$ cat config.mk
export PLATFORM = sky130hd
export DESIGN_NAME = tetris_2048_grid_core_flat
export DESIGN_NICKNAME = d
export VERILOG_FILES = /design/src/rtl/tetris_2048_grid_core_if.sv /design/src/rtl/tetris_2048_grid_core.sv /design/src/flat_wrapper.sv
export SDC_FILE = /design/constraint.sdc
export NUM_CORES = 1
export LEC_CHECK = 0
export ABC_AREA = 1
export CORE_UTILIZATION = 51
export DETAILED_ROUTE_END_ITERATION = 8
export PLACE_DENSITY = 0.85
export SLEW_MARGIN = 20
export SYNTH_ARGS = -nofsm -noshare
export SYNTH_HDL_FRONTEND = slang
export SYNTH_SLANG_ARGS = --single-unit
$ cat constraint.sdc
create_clock -name clk -period 4.2 [get_ports clk]
set_input_delay 0.84 -clock clk [delete_from_list [all_inputs] [get_ports clk]]
set_output_delay 0.84 -clock clk [all_outputs]
set_load 0.01 [all_outputs]
$ cat src/rtl/tetris_2048_grid_core_if.sv
// Button/board bundle between the debounced front-end, the 2048 grid core and the renderer.
// The hiscore signal exists only when TETRIS_2048_HISCORE_EN is defined.
interface tetris_2048_grid_core_if #(
  parameter int ROWS    = 4,
  parameter int COLS    = 4,
  parameter int TW      = 5,
  parameter int SCORE_W = 16
);
  localparam int CW = $clog2(COLS);

  logic                      btn_l;
  logic                      btn_r;
  logic                      btn_drop;
  logic [ROWS*COLS*TW-1:0]   board_flat;
  logic [SCORE_W-1:0]        score;
  logic                      game_over;
  logic [CW-1:0]             cursor_col;
  logic [TW-1:0]             spawn_val;
  logic                      busy;
`ifdef TETRIS_2048_HISCORE_EN
  logic [SCORE_W-1:0]        hiscore;
`endif

  modport master (
    output btn_l, btn_r, btn_drop,
    input  board_flat, score, game_over, cursor_col, spawn_val, busy
`ifdef TETRIS_2048_HISCORE_EN
    , input hiscore
`endif
  );

  modport slave (
    input  btn_l, btn_r, btn_drop,
    output board_flat, score, game_over, cursor_col, spawn_val, busy
`ifdef TETRIS_2048_HISCORE_EN
    , output hiscore
`endif
  );
endinterface

$ cat src/rtl/tetris_2048_grid_core.sv
// Drop-stack 2048 core: cursor, LFSR tile spawn, gravity placement and cascaded vertical merges.
// Optional TETRIS_2048_HISCORE_EN adds a persistent hiscore and restart-from-OVER on btn_drop.
module tetris_2048_grid_core #(
  parameter int          ROWS      = 4,
  parameter int          COLS      = 4,
  parameter int          TW        = 5,
  parameter int          SCORE_W   = 16,
  parameter int          MAX_SPAWN = 2,
  parameter logic [15:0] LFSR_SEED = 16'hACE1
) (
  input  logic                      clk,
  input  logic                      rst,
  tetris_2048_grid_core_if.slave    bus
);
  localparam int CW = $clog2(COLS);
  localparam int RW = $clog2(ROWS);
  localparam logic [TW-1:0] TILE_MAX = '1;

  typedef enum logic [2:0] {S_IDLE, S_FIND, S_PLACE, S_MERGE, S_SPAWN, S_OVER} state_t;

  state_t             state_q, state_d;
  logic [TW-1:0]      cell_q [ROWS][COLS];
  logic [SCORE_W-1:0] score_q;
  logic [CW-1:0]      cur_q;
  logic [TW-1:0]      spawn_q;
  logic [15:0]        lfsr_q;
  logic [RW-1:0]      pos_q;
`ifdef TETRIS_2048_HISCORE_EN
  logic [SCORE_W-1:0] hiscore_q;
`endif

  logic [TW-1:0]      col_cell [ROWS];
  logic               has_empty;
  logic [RW-1:0]      empty_row;
  logic               top_merge;
  logic [RW-1:0]      pos_nx;
  logic [TW-1:0]      e_cur;
  logic               can_merge;
  logic               busy_c;
  logic               over_c;

  // Galois form, taps 16,14,13,11.
  function automatic logic [15:0] lfsr_step(input logic [15:0] v);
    return {1'b0, v[15:1]} ^ (v[0] ? 16'hB400 : 16'h0000);
  endfunction

  function automatic logic [TW-1:0] spawn_pick(input logic [15:0] v);
    int m;
    m = int'({16'd0, v}) % MAX_SPAWN;
    return TW'(m + 1);
  endfunction

  // score + 2^ex, clamped to all ones on overflow.
  function automatic logic [SCORE_W-1:0] score_add(input logic [SCORE_W-1:0] s,
                                                   input logic [TW:0]        ex);
    logic [SCORE_W:0] sum;
    if (int'(ex) >= SCORE_W) return '1;
    sum = {1'b0, s} + ((SCORE_W+1)'(1) << ex);
    if (sum[SCORE_W]) return '1;
    return sum[SCORE_W-1:0];
  endfunction

  // Column under the cursor; stacks are contiguous from the bottom, so the
  // last empty row scanning downward is the landing row.
  always_comb begin
    has_empty = 1'b0;
    empty_row = '0;
    for (int r = 0; r < ROWS; r++) begin
      col_cell[r] = cell_q[r][cur_q];
      if (cell_q[r][cur_q] == '0) begin
        has_empty = 1'b1;
        empty_row = RW'(r);
      end
    end
    top_merge = !has_empty && (col_cell[0] == spawn_q) && (spawn_q != TILE_MAX);
    pos_nx    = pos_q + RW'(1);
    e_cur     = col_cell[pos_q];
    can_merge = (int'(pos_q) < ROWS-1) && (col_cell[pos_nx] == e_cur) && (e_cur != TILE_MAX);
  end

  always_ff @(posedge clk) begin
    if (rst) state_q <= S_IDLE;
    else     state_q <= state_d;
  end

  always_comb begin
    state_d = state_q;
    case (state_q)
      S_IDLE:  if (bus.btn_drop) state_d = S_FIND;
      S_FIND: begin
        if (has_empty)      state_d = S_PLACE;
        else if (top_merge) state_d = S_MERGE;
        else                state_d = S_OVER;
      end
      S_PLACE: state_d = S_MERGE;
      S_MERGE: state_d = can_merge ? S_MERGE : S_SPAWN;
      S_SPAWN: state_d = S_IDLE;
      S_OVER: begin
`ifdef TETRIS_2048_HISCORE_EN
        if (bus.btn_drop) state_d = S_IDLE;
`endif
      end
      default: state_d = S_IDLE;
    endcase
  end

  always_comb begin
    busy_c = 1'b0;
    over_c = 1'b0;
    case (state_q)
      S_FIND, S_PLACE, S_MERGE, S_SPAWN: busy_c = 1'b1;
      S_OVER:                            over_c = 1'b1;
      default: ;
    endcase
  end

  always_ff @(posedge clk) begin
    if (rst) begin
      for (int r = 0; r < ROWS; r++)
        for (int c = 0; c < COLS; c++)
          cell_q[r][c] <= '0;
      score_q <= '0;
      cur_q   <= '0;
      pos_q   <= '0;
      spawn_q <= TW'(1);
      lfsr_q  <= LFSR_SEED;
`ifdef TETRIS_2048_HISCORE_EN
      hiscore_q <= '0;
`endif
    end else begin
      lfsr_q <= lfsr_step(lfsr_q);
      case (state_q)
        S_IDLE: begin
          if (!bus.btn_drop) begin
            if (bus.btn_l && !bus.btn_r && cur_q != '0)
              cur_q <= cur_q - CW'(1);
            else if (bus.btn_r && !bus.btn_l && int'(cur_q) != COLS-1)
              cur_q <= cur_q + CW'(1);
          end
        end
        S_FIND: begin
          if (has_empty) begin
            pos_q <= empty_row;
          end else if (top_merge) begin
            cell_q[0][cur_q] <= spawn_q + TW'(1);
            score_q          <= score_add(score_q, {1'b0, spawn_q} + (TW+1)'(1));
            pos_q            <= '0;
          end
`ifdef TETRIS_2048_HISCORE_EN
          else if (score_q > hiscore_q) begin
            hiscore_q <= score_q;
          end
`endif
        end
        S_PLACE: cell_q[pos_q][cur_q] <= spawn_q;
        S_MERGE: begin
          // The merged tile moves into the occupied cell below, so no gap forms.
          if (can_merge) begin
            cell_q[pos_nx][cur_q] <= e_cur + TW'(1);
            cell_q[pos_q][cur_q]  <= '0;
            score_q               <= score_add(score_q, {1'b0, e_cur} + (TW+1)'(1));
            pos_q                 <= pos_nx;
          end
        end
        S_SPAWN: spawn_q <= spawn_pick(lfsr_q);
        S_OVER: begin
`ifdef TETRIS_2048_HISCORE_EN
          if (bus.btn_drop) begin
            for (int r = 0; r < ROWS; r++)
              for (int c = 0; c < COLS; c++)
                cell_q[r][c] <= '0;
            score_q <= '0;
            cur_q   <= '0;
          end
`endif
        end
        default: ;
      endcase
    end
  end

  for (genvar r = 0; r < ROWS; r++) begin : g_row
    for (genvar c = 0; c < COLS; c++) begin : g_col
      assign bus.board_flat[((r*COLS+c)*TW) +: TW] = cell_q[r][c];
    end
  end

  assign bus.score      = score_q;
  assign bus.game_over  = over_c;
  assign bus.cursor_col = cur_q;
  assign bus.spawn_val  = spawn_q;
  assign bus.busy       = busy_c;
`ifdef TETRIS_2048_HISCORE_EN
  assign bus.hiscore    = hiscore_q;
`endif
endmodule

$ cat src/flat_wrapper.sv
// flat-port wrapper written by rule: the top's interface ports become plain ports
module tetris_2048_grid_core_flat 
#(
  parameter int          ROWS      = 4,
  parameter int          COLS      = 4,
  parameter int          TW        = 5,
  parameter int          SCORE_W   = 16,
  parameter int          MAX_SPAWN = 2,
  parameter logic [15:0] LFSR_SEED = 16'hACE1
)
  (clk, rst, bus_btn_l, bus_btn_r, bus_btn_drop, bus_board_flat, bus_score, bus_game_over, bus_cursor_col, bus_spawn_val, bus_busy);
  tetris_2048_grid_core_if #(.ROWS(ROWS), .COLS(COLS), .TW(TW), .SCORE_W(SCORE_W)) bus_i ();
  input  logic clk;
  input  logic rst;
  input wire logic [$bits(bus_i.btn_l)-1:0] bus_btn_l;
  input wire logic [$bits(bus_i.btn_r)-1:0] bus_btn_r;
  input wire logic [$bits(bus_i.btn_drop)-1:0] bus_btn_drop;
  output wire logic [$bits(bus_i.board_flat)-1:0] bus_board_flat;
  output wire logic [$bits(bus_i.score)-1:0] bus_score;
  output wire logic [$bits(bus_i.game_over)-1:0] bus_game_over;
  output wire logic [$bits(bus_i.cursor_col)-1:0] bus_cursor_col;
  output wire logic [$bits(bus_i.spawn_val)-1:0] bus_spawn_val;
  output wire logic [$bits(bus_i.busy)-1:0] bus_busy;
  assign bus_i.btn_l = bus_btn_l;
  assign bus_i.btn_r = bus_btn_r;
  assign bus_i.btn_drop = bus_btn_drop;
  assign bus_board_flat = bus_i.board_flat;
  assign bus_score = bus_i.score;
  assign bus_game_over = bus_i.game_over;
  assign bus_cursor_col = bus_i.cursor_col;
  assign bus_spawn_val = bus_i.spawn_val;
  assign bus_busy = bus_i.busy;
  tetris_2048_grid_core #(.ROWS(ROWS), .COLS(COLS), .TW(TW), .SCORE_W(SCORE_W), .MAX_SPAWN(MAX_SPAWN), .LFSR_SEED(LFSR_SEED)) u_core (.clk(clk), .rst(rst), .bus(bus_i));
endmodule
==> results of run 1 <==
-- what timing repair did --
action	CTS	global route
endpoints found under the setup margin	13	16
cloned	0	6
resized for setup	2	83
buffers inserted	1	15
pin swaps	1	28
-- worst max-delay path: stages, from the launching register on --
cell,delay (ns)
dfxtp_4,0.42
buf_12,0.15
buf_8,0.11
clkinv_8,0.08
nand2_2,0.08
nand2_2,0.06
nand2_1,0.09
nand3_2,0.08
nand3_2,0.08
nand2_2,0.09
ha_4,0.17
buf_4,0.13
ha_2,0.40
nand2_1,0.14
nor2_1,0.17
ha_1,0.30
a21oi_1,0.16
nand2_1,0.13
a21boi_2,0.18
buf_4,0.15
o21ai_1,0.09
a21oi_2,0.15
buf_4,0.13
nand4_1,0.24
nand2_4,0.20
o21ai_2,0.06
a21oi_1,0.16
-- area by class of cell --
| type | instances | area (µm²) |
|---|---|---|
| clock buffer | 18 | 450.4 |
| clock inverter | 14 | 135.1 |
| fill | 1260 | 4930 |
| inverter | 94 | 365.4 |
| multi-input combinational | 903 | 4743 |
| sequential | 121 | 3227 |
| tap | 216 | 270.3 |
| timing repair buffer | 188 | 1794 |
| timing repair inverter | 2 | 27.53 |
-- flip-flops by register name, indices dropped and copies added (netlist names) --
| register | flops |
|---|---|
| u_core.lfsr_q | 16 |
| u_core.bus.score | 16 |
| u_core.bus.cursor_col | 2 |
| u_core.bus.spawn_val | 2 |
| u_core.pos_q | 2 |
| u_core.cell_q | 80 |
| u_core.state_q | 3 |
-- per-layer routing --
metal  wire length (µm)  vias up  GRT usage (%)
li1                   -     4158              -
met1              11150     3957          42.28
met2              12330      537          49.58
met3               2854       95          6.601
met4               1001        0          13.82
met5                  0        -              0
-- how the worst max path moves through the flow --
| stage | slack, ns | end | depth (start not counted) |
|---|---|---|---|
| finish | -0.08 | u_core.bus.score[0] | 26 |
| global route | -0.26 | u_core.bus.score[7] | 28 |
| CTS | -0.02 | u_core.bus.score[10] | 27 |
| detailed placement | -0.05 | u_core.bus.score[0] | 27 |
| global placement | 0.08 | u_core.bus.score[10] | 26 |
| floorplan | 0.04 | u_core.bus.score[10] | 28 |
-- where the power goes --
| part | leakage (nW) | switching (W) | internal, W |
|---|---|---|---|
| Sequential | 1.16 | 0.0000683 | 0.00134 |
| Combinational | 3.60 | 0.00182 | 0.000970 |
| Clock | 0.286 | 0.000592 | 0.000860 |
-- cells by family after synthesis --
family | after synthesis | synth area share, %
compound gates | 118 | 7.412
other cells | 1 | 0.04488
simple gates | 708 | 37.09
xor+xnor | 18 | 1.887
flops | 121 | 38.57
buf+inv | 143 | 7.772
fa+ha+maj | 47 | 7.218
-- per-stage QoR --
stage          area [µm²]  TNS [ns]  total power, W  worst slack, ns  hold WS, ns
3_5_place_dp         9932   -0.1530        0.003841         -0.05293       0.3934
2_1_floorplan        8393         0        0.002937          0.04328       0.3883
6_report            11010   -0.5537        0.005650         -0.08087       0.4040
3_3_place_gp         9932         0        0.003810          0.08002       0.3908
4_1_cts             10530  -0.03703        0.005283         -0.01855       0.4067
5_1_grt             11010    -3.159        0.005910          -0.2582       0.4103
-- layout by cell type (no fill, tap or decap), types with 3 or more instances in the layout --
cell type / netlist / final
buf_4: 5 / 71
nor2_1: 108 / 106
nand3_2: 1 / 11
clkdlybuf4s50_1: 0 / 106
nor2_4: 10 / 10
o21ai_1: 1 / 11
clkinv_4: 0 / 3
xnor2_1: 6 / 6
nand2_1: 391 / 364
inv_6: 1 / 4
a21oi_1: 51 / 48
ha_1: 45 / 42
nand4_1: 42 / 42
nand2_4: 0 / 4
a21oi_2: 0 / 3
or2_2: 17 / 17
nor3_1: 15 / 15
dfxtp_1: 41 / 40
nand2_2: 9 / 33
buf_12: 0 / 4
o21ai_0: 53 / 40
nand3_1: 105 / 94
xor2_1: 12 / 12
conb_1: 1 / 11
nor2_2: 5 / 7
edfxtp_1: 80 / 80
inv_2: 17 / 18
clkbuf_16: 0 / 21
o21ai_2: 0 / 3
inv_1: 74 / 73
-- synth_stat cells (all sizes together), types with 16 or more instances --
| library cell | instances |
|---|---|
| a21oi | 51 |
| buf | 33 |
| clkbuf | 16 |
| dfxtp | 41 |
| edfxtp | 80 |
| ha | 45 |
| inv | 92 |
| nand2 | 400 |
| nand3 | 106 |
| nand4 | 43 |
| nor2 | 123 |
| o21ai | 54 |
| or2 | 17 |
==> results.tsv, run 1 <==
stage	metric	value	unit
floorplan	core area	15940	µm²
worst_hold_path	Hold Crit Class	flop to flop	
synthesis	post-synthesis sequential area ratio	38.57	%
placed_design	post-placement cell count	1502	
run_status	failing checks	negative setup slack	
global_routing	Global Route Usage Sum	31.62	%
global_routing	largest net degree at the start of global routing	35	
clock_network	clk sinks	121	
setup_path	Setup CP Type	flop to flop	
route	DRC Markers	0	
placed_design	PortBufs	106	
timing	minimum clock period	4.281	ns
synthesis	Synth Register Bits	121	
timing	Worst Max-Slew Pin Slew	0.9368	ns
synthesis	Avg Inst Size Synth	7.228	µm²
setup_path	Setup crit start	u_core.bus.cursor_col[0]	
worst_hold_path	Hold Path Depth	2	
global_routing	vias in the first global route	7813	
worst_hold_path	Worst Hold Path EP	u_core.lfsr_q[8]	
clock_network	clk_lat worst skew	0.44	ns
worst_hold_path	worst hold start	u_core.lfsr_q[9]	
clock_network	Max Root-Sink Buffers	2	
synthesis	Yosys Warn Count	0	
floorplan	initial core utilization	52.41	%
timing	skew final	0.009074	ns
synthesis	Post-synth EDFFs	80	
placed_design	HPWL Detailed	19.61	mm
setup_path	worst path required time	4.56	ns
route	antenna-violating nets left	0	
floorplan	die area	16900	µm²
route	Initial DRC Count	1057	
cells_and_area	fin nets	1379	
placed_design	Placer Congestion	0.9938	
clock_network	hold buffer count at cts	0	
setup_path	CP Launch Type	flop	
setup_path	r2r setup slk	-0.08	ns
clock_network	depth of the CTS H-tree	4	
setup_path	worst flop-to-flop path startpoint	u_core.bus.cursor_col[0]	
floorplan	Cell Rows	46	
timing	RSZ-0062 raised after global routing	true	
floorplan	IO Count	110	
floorplan	Die H	130.0	µm
timing	Fmax	233.6	MHz
route	Wirelength per Cell	17.56	µm
setup_path	CP endpoint kind	flop	
synthesis	Mapped Area	8356	µm²
synthesis	share of async-settable or async-resettable flops after synthesis	0	%
setup_path	worst r2r path cells	26	
clock_network	clock root cell	clkbuf_16	
setup_path	WP data arrival	4.64	ns
floorplan	Die X	130.0	µm
synthesis	Yosys top cell area share	28.75	%
synthesis	Area contributors post-synth	edfxtp_1 29%, nand2_1 18%, dfxtp_1 9.8%, ha_1 6.7%, nand3_1 6.3%	
route	Detailed Route WL	27.33	mm
timing	fin crit share	101.9	%
clock_network	CTS tree	done	
cells_and_area	share of cells above drive strength 1	17.31	%
route	DR vias	8747	
cells_and_area	Finished Layout Cells	1556	
cells_and_area	ant diodes	0	
global_routing	first-pass GRT wire length	40.14	mm
synthesis	library cells used by synthesis	41	
power	Worst IR Drop VDD	489.7	µV
power	leak pwr	5.047	nW
global_routing	global route overflow	0	
setup_path	CP max FO	8	
timing	fin worst setup slack	-0.08087	ns
synthesis	Top FF cell, synth	edfxtp_1	
cells_and_area	area grow syn2layout	31.81	%
power	Pwr per Cell Area	513.0	nW/µm²
timing	Worst slew margin	37.32	%
clock_network	clock slew at reported path FFs	0.06	ns
setup_path	reg-to-reg endpoint	u_core.bus.score[0]	
cells_and_area	final core area utilization	69.08	%
clock_network	Num CTS Buffers	17	
timing	Final setup viols	10	
route	vias per cell	5.621	
global_routing	initial antenna violation count	0	
job	maxcap violations	0	
synthesis	post-synth top area cell	edfxtp_1	
timing	final hold vios	0	
route	First-pass DRT Iterations	6	
synthesis	cell count after synthesis	1156	
timing	Slew Viols, Final	0	
run_status	run status	finished with violations	
(Power assumes the default switching activity.)
==> run 2: changes to the inputs <==
CORE_MARGIN = 2   (was not set)
MAX_ROUTING_LAYER = met4   (was not set)
==> run 2 against run 1 <==
  * The flow now finishes without violations
  * Via count fell by 0.55%
  * First-iteration DRC count is 19% lower
  * Cell area decreased by 2.1%
  * Die area increased by 3.1%
  * Critical path type unchanged
  * Critical endpoint is now u_core.bus.score[10]
==> results.tsv, run 2 (synthesis results as in run 1) <==
stage	metric	value	unit
global_routing	Global Route Usage Sum	31.43	%
timing	Final setup viols	0	
clock_network	depth of the CTS H-tree	4	
timing	Fmax	254.1	MHz
clock_network	clk sinks	121	
floorplan	die area	17420	µm²
timing	skew final	0.008099	ns
route	DRC Markers	0	
setup_path	CP endpoint kind	flop	
cells_and_area	commonest cells after routing, fill and taps aside	385 x nand2_1, 106 x clkdlybuf4s50_1, 103 x nand3_1, 103 x nor2_1, 80 x edfxtp_1	
power	Pwr per Cell Area	514.3	nW/µm²
timing	TNS Setup	0	ns
global_routing	initial antenna violation count	0	
floorplan	Cell Rows	46	
cells_and_area	area grow syn2layout	29.04	%
cells_and_area	share of cells above drive strength 1	14.82	%
timing	RSZ-0062 raised after global routing	true	
cells_and_area	Top reg by flops	u_core.cell_q	
setup_path	CP Launch Type	flop	
setup_path	CP bufs+invs	4	
timing	Worst Max-Slew Pin Slew	0.8280	ns
placed_design	Placer Congestion	1.066	
timing	Slew Viols, Final	0	
clock_network	hold buffer count at cts	0	
route	Detailed Route WL	26.88	mm
route	DR vias	8699	
route	met3 WL	2.316	mm
route	wire length on met2	12.00	mm
route	Initial DRC Count	855	
global_routing	vias in the first global route	7898	
route	vias per cell	5.605	
job	maxcap violations	0	
placed_design	Post-DP Area	10030	µm²
cells_and_area	ant diodes	0	
setup_path	CP peak stage delay	0.42	ns
clock_network	clk_lat worst skew	0.42	ns
floorplan	Die H	132.0	µm
route	First-pass DRT Iterations	6	
setup_path	Largest delay share family, worst path	simple AND/OR/NAND/NOR gates	
route	uppermost layer routed	met4	
route	Wirelength per Cell	17.32	µm
timing	Worst slew margin	44.60	%
setup_path	Crit path depth	28	
clock_network	clock slew at reported path FFs	0.06	ns
cells_and_area	final instance area	10780	µm²
placed_design	PortBufs	106	
clock_network	clock root cell	clkbuf_16	
setup_path	worst path required time	4.51	ns
floorplan	Die X	132.0	µm
cells_and_area	commonest non-fill, non-tap cell in the layout	nand2_1	
placed_design	HPWL Detailed	20.08	mm
run_status	run status	complete, no violations	
cells_and_area	fin nets	1375	
setup_path	Crit path top cell by count	nand2_1	
cells_and_area	max FFs per register	80	
power	leak pwr	4.983	nW
timing	fin crit share	93.71	%
global_routing	first-pass GRT wire length	41.70	mm
worst_hold_path	Hold Path Depth	2	
global_routing	global route overflow	0	
setup_path	WP data arrival	4.25	ns
global_routing	largest net degree at the start of global routing	41	
worst_hold_path	Hold Crit Class	flop to flop	
route	WL met1	11.62	mm
timing	final hold vios	0	
setup_path	CP max FO	14	
clock_network	CTS tree	done	
setup_path	worst r2r path cells	28	
route	antenna-violating nets left	0	
clock_network	Max Root-Sink Buffers	2	
clock_network	Num CTS Buffers	17	
power	Worst IR Drop VDD	405.3	µV
timing	minimum clock period	3.936	ns
setup_path	Setup CP Type	flop to flop	
floorplan	core area	15940	µm²
setup_path	crit path max-delay cell type	dfxtp_4	
floorplan	IO Count	110	
floorplan	initial core utilization	52.41	%
[run 2: through the flow]
step           util, %  power, W  instances  setup slack [ns]  hold WS (ns)
6_report         67.63  0.005545       1552            0.2641        0.4048
5_1_grt          67.63  0.005810       1552         -0.008336        0.4212
4_1_cts          66.79  0.005399       1550           0.01190        0.4059
3_5_place_dp     62.89  0.003901       1518           -0.1793        0.3984
3_3_place_gp     62.89  0.003881       1518          0.008261        0.3916
2_1_floorplan        -  0.002937       1166           0.04328        0.3883
[run 2: path summary, 6_finish.rpt]
check / start / slack (ns) / to
worst min-delay path: u_core.lfsr_q[5] / 0.40 / u_core.lfsr_q[4]
worst max register to register: u_core.bus.cursor_col[0] / 0.26 / u_core.bus.score[10]
worst max-delay path: u_core.bus.cursor_col[0] / 0.26 / u_core.bus.score[10]
worst min register to register: u_core.lfsr_q[5] / 0.40 / u_core.lfsr_q[4]
[run 2: layer usage]
layer | up-vias | global-route usage, %
met5 | - | -
met4 | 0 | 12.68
met3 | 68 | 6.075
met2 | 452 | 47.40
met1 | 4031 | 41.69
li1 | 4148 | -
[run 2: cell type report]
class / count / area [µm²]
Sequential cell: 121 / 3227
Timing Repair inverter: 1 / 11.26
Clock buffer: 23 / 498.0
Multi-Input combinational cell: 902 / 4609
Timing Repair Buffer: 186 / 1685
Inverter: 94 / 367.9
Clock inverter: 9 / 112.6
Tap cell: 216 / 270.3
Fill cell: 1316 / 5161
[run 2: worst reg2reg max path: cells and delay by family, from the launching register on]
family	cells	cell delay [ns]
simple gates	15	1.30
xor+xnor	1	0.13
compound gates	4	0.44
flops	1	0.42
buf+inv	4	0.47
fa+ha+maj	4	1.07
[run 2: what timing repair did]
action / 4_1_cts / 5_1_grt
buffers inserted: 0 / 1
gates cloned: 0 / 1
pin swaps: 1 / 3
endpoints found under the setup margin: 16 / 16
resized for setup: 6 / 43
[run 2: report_power, final]
part	switching, W	internal, W
registers	0.0000646	0.00134
clock network	0.000551	0.000953
logic	0.00176	0.000875
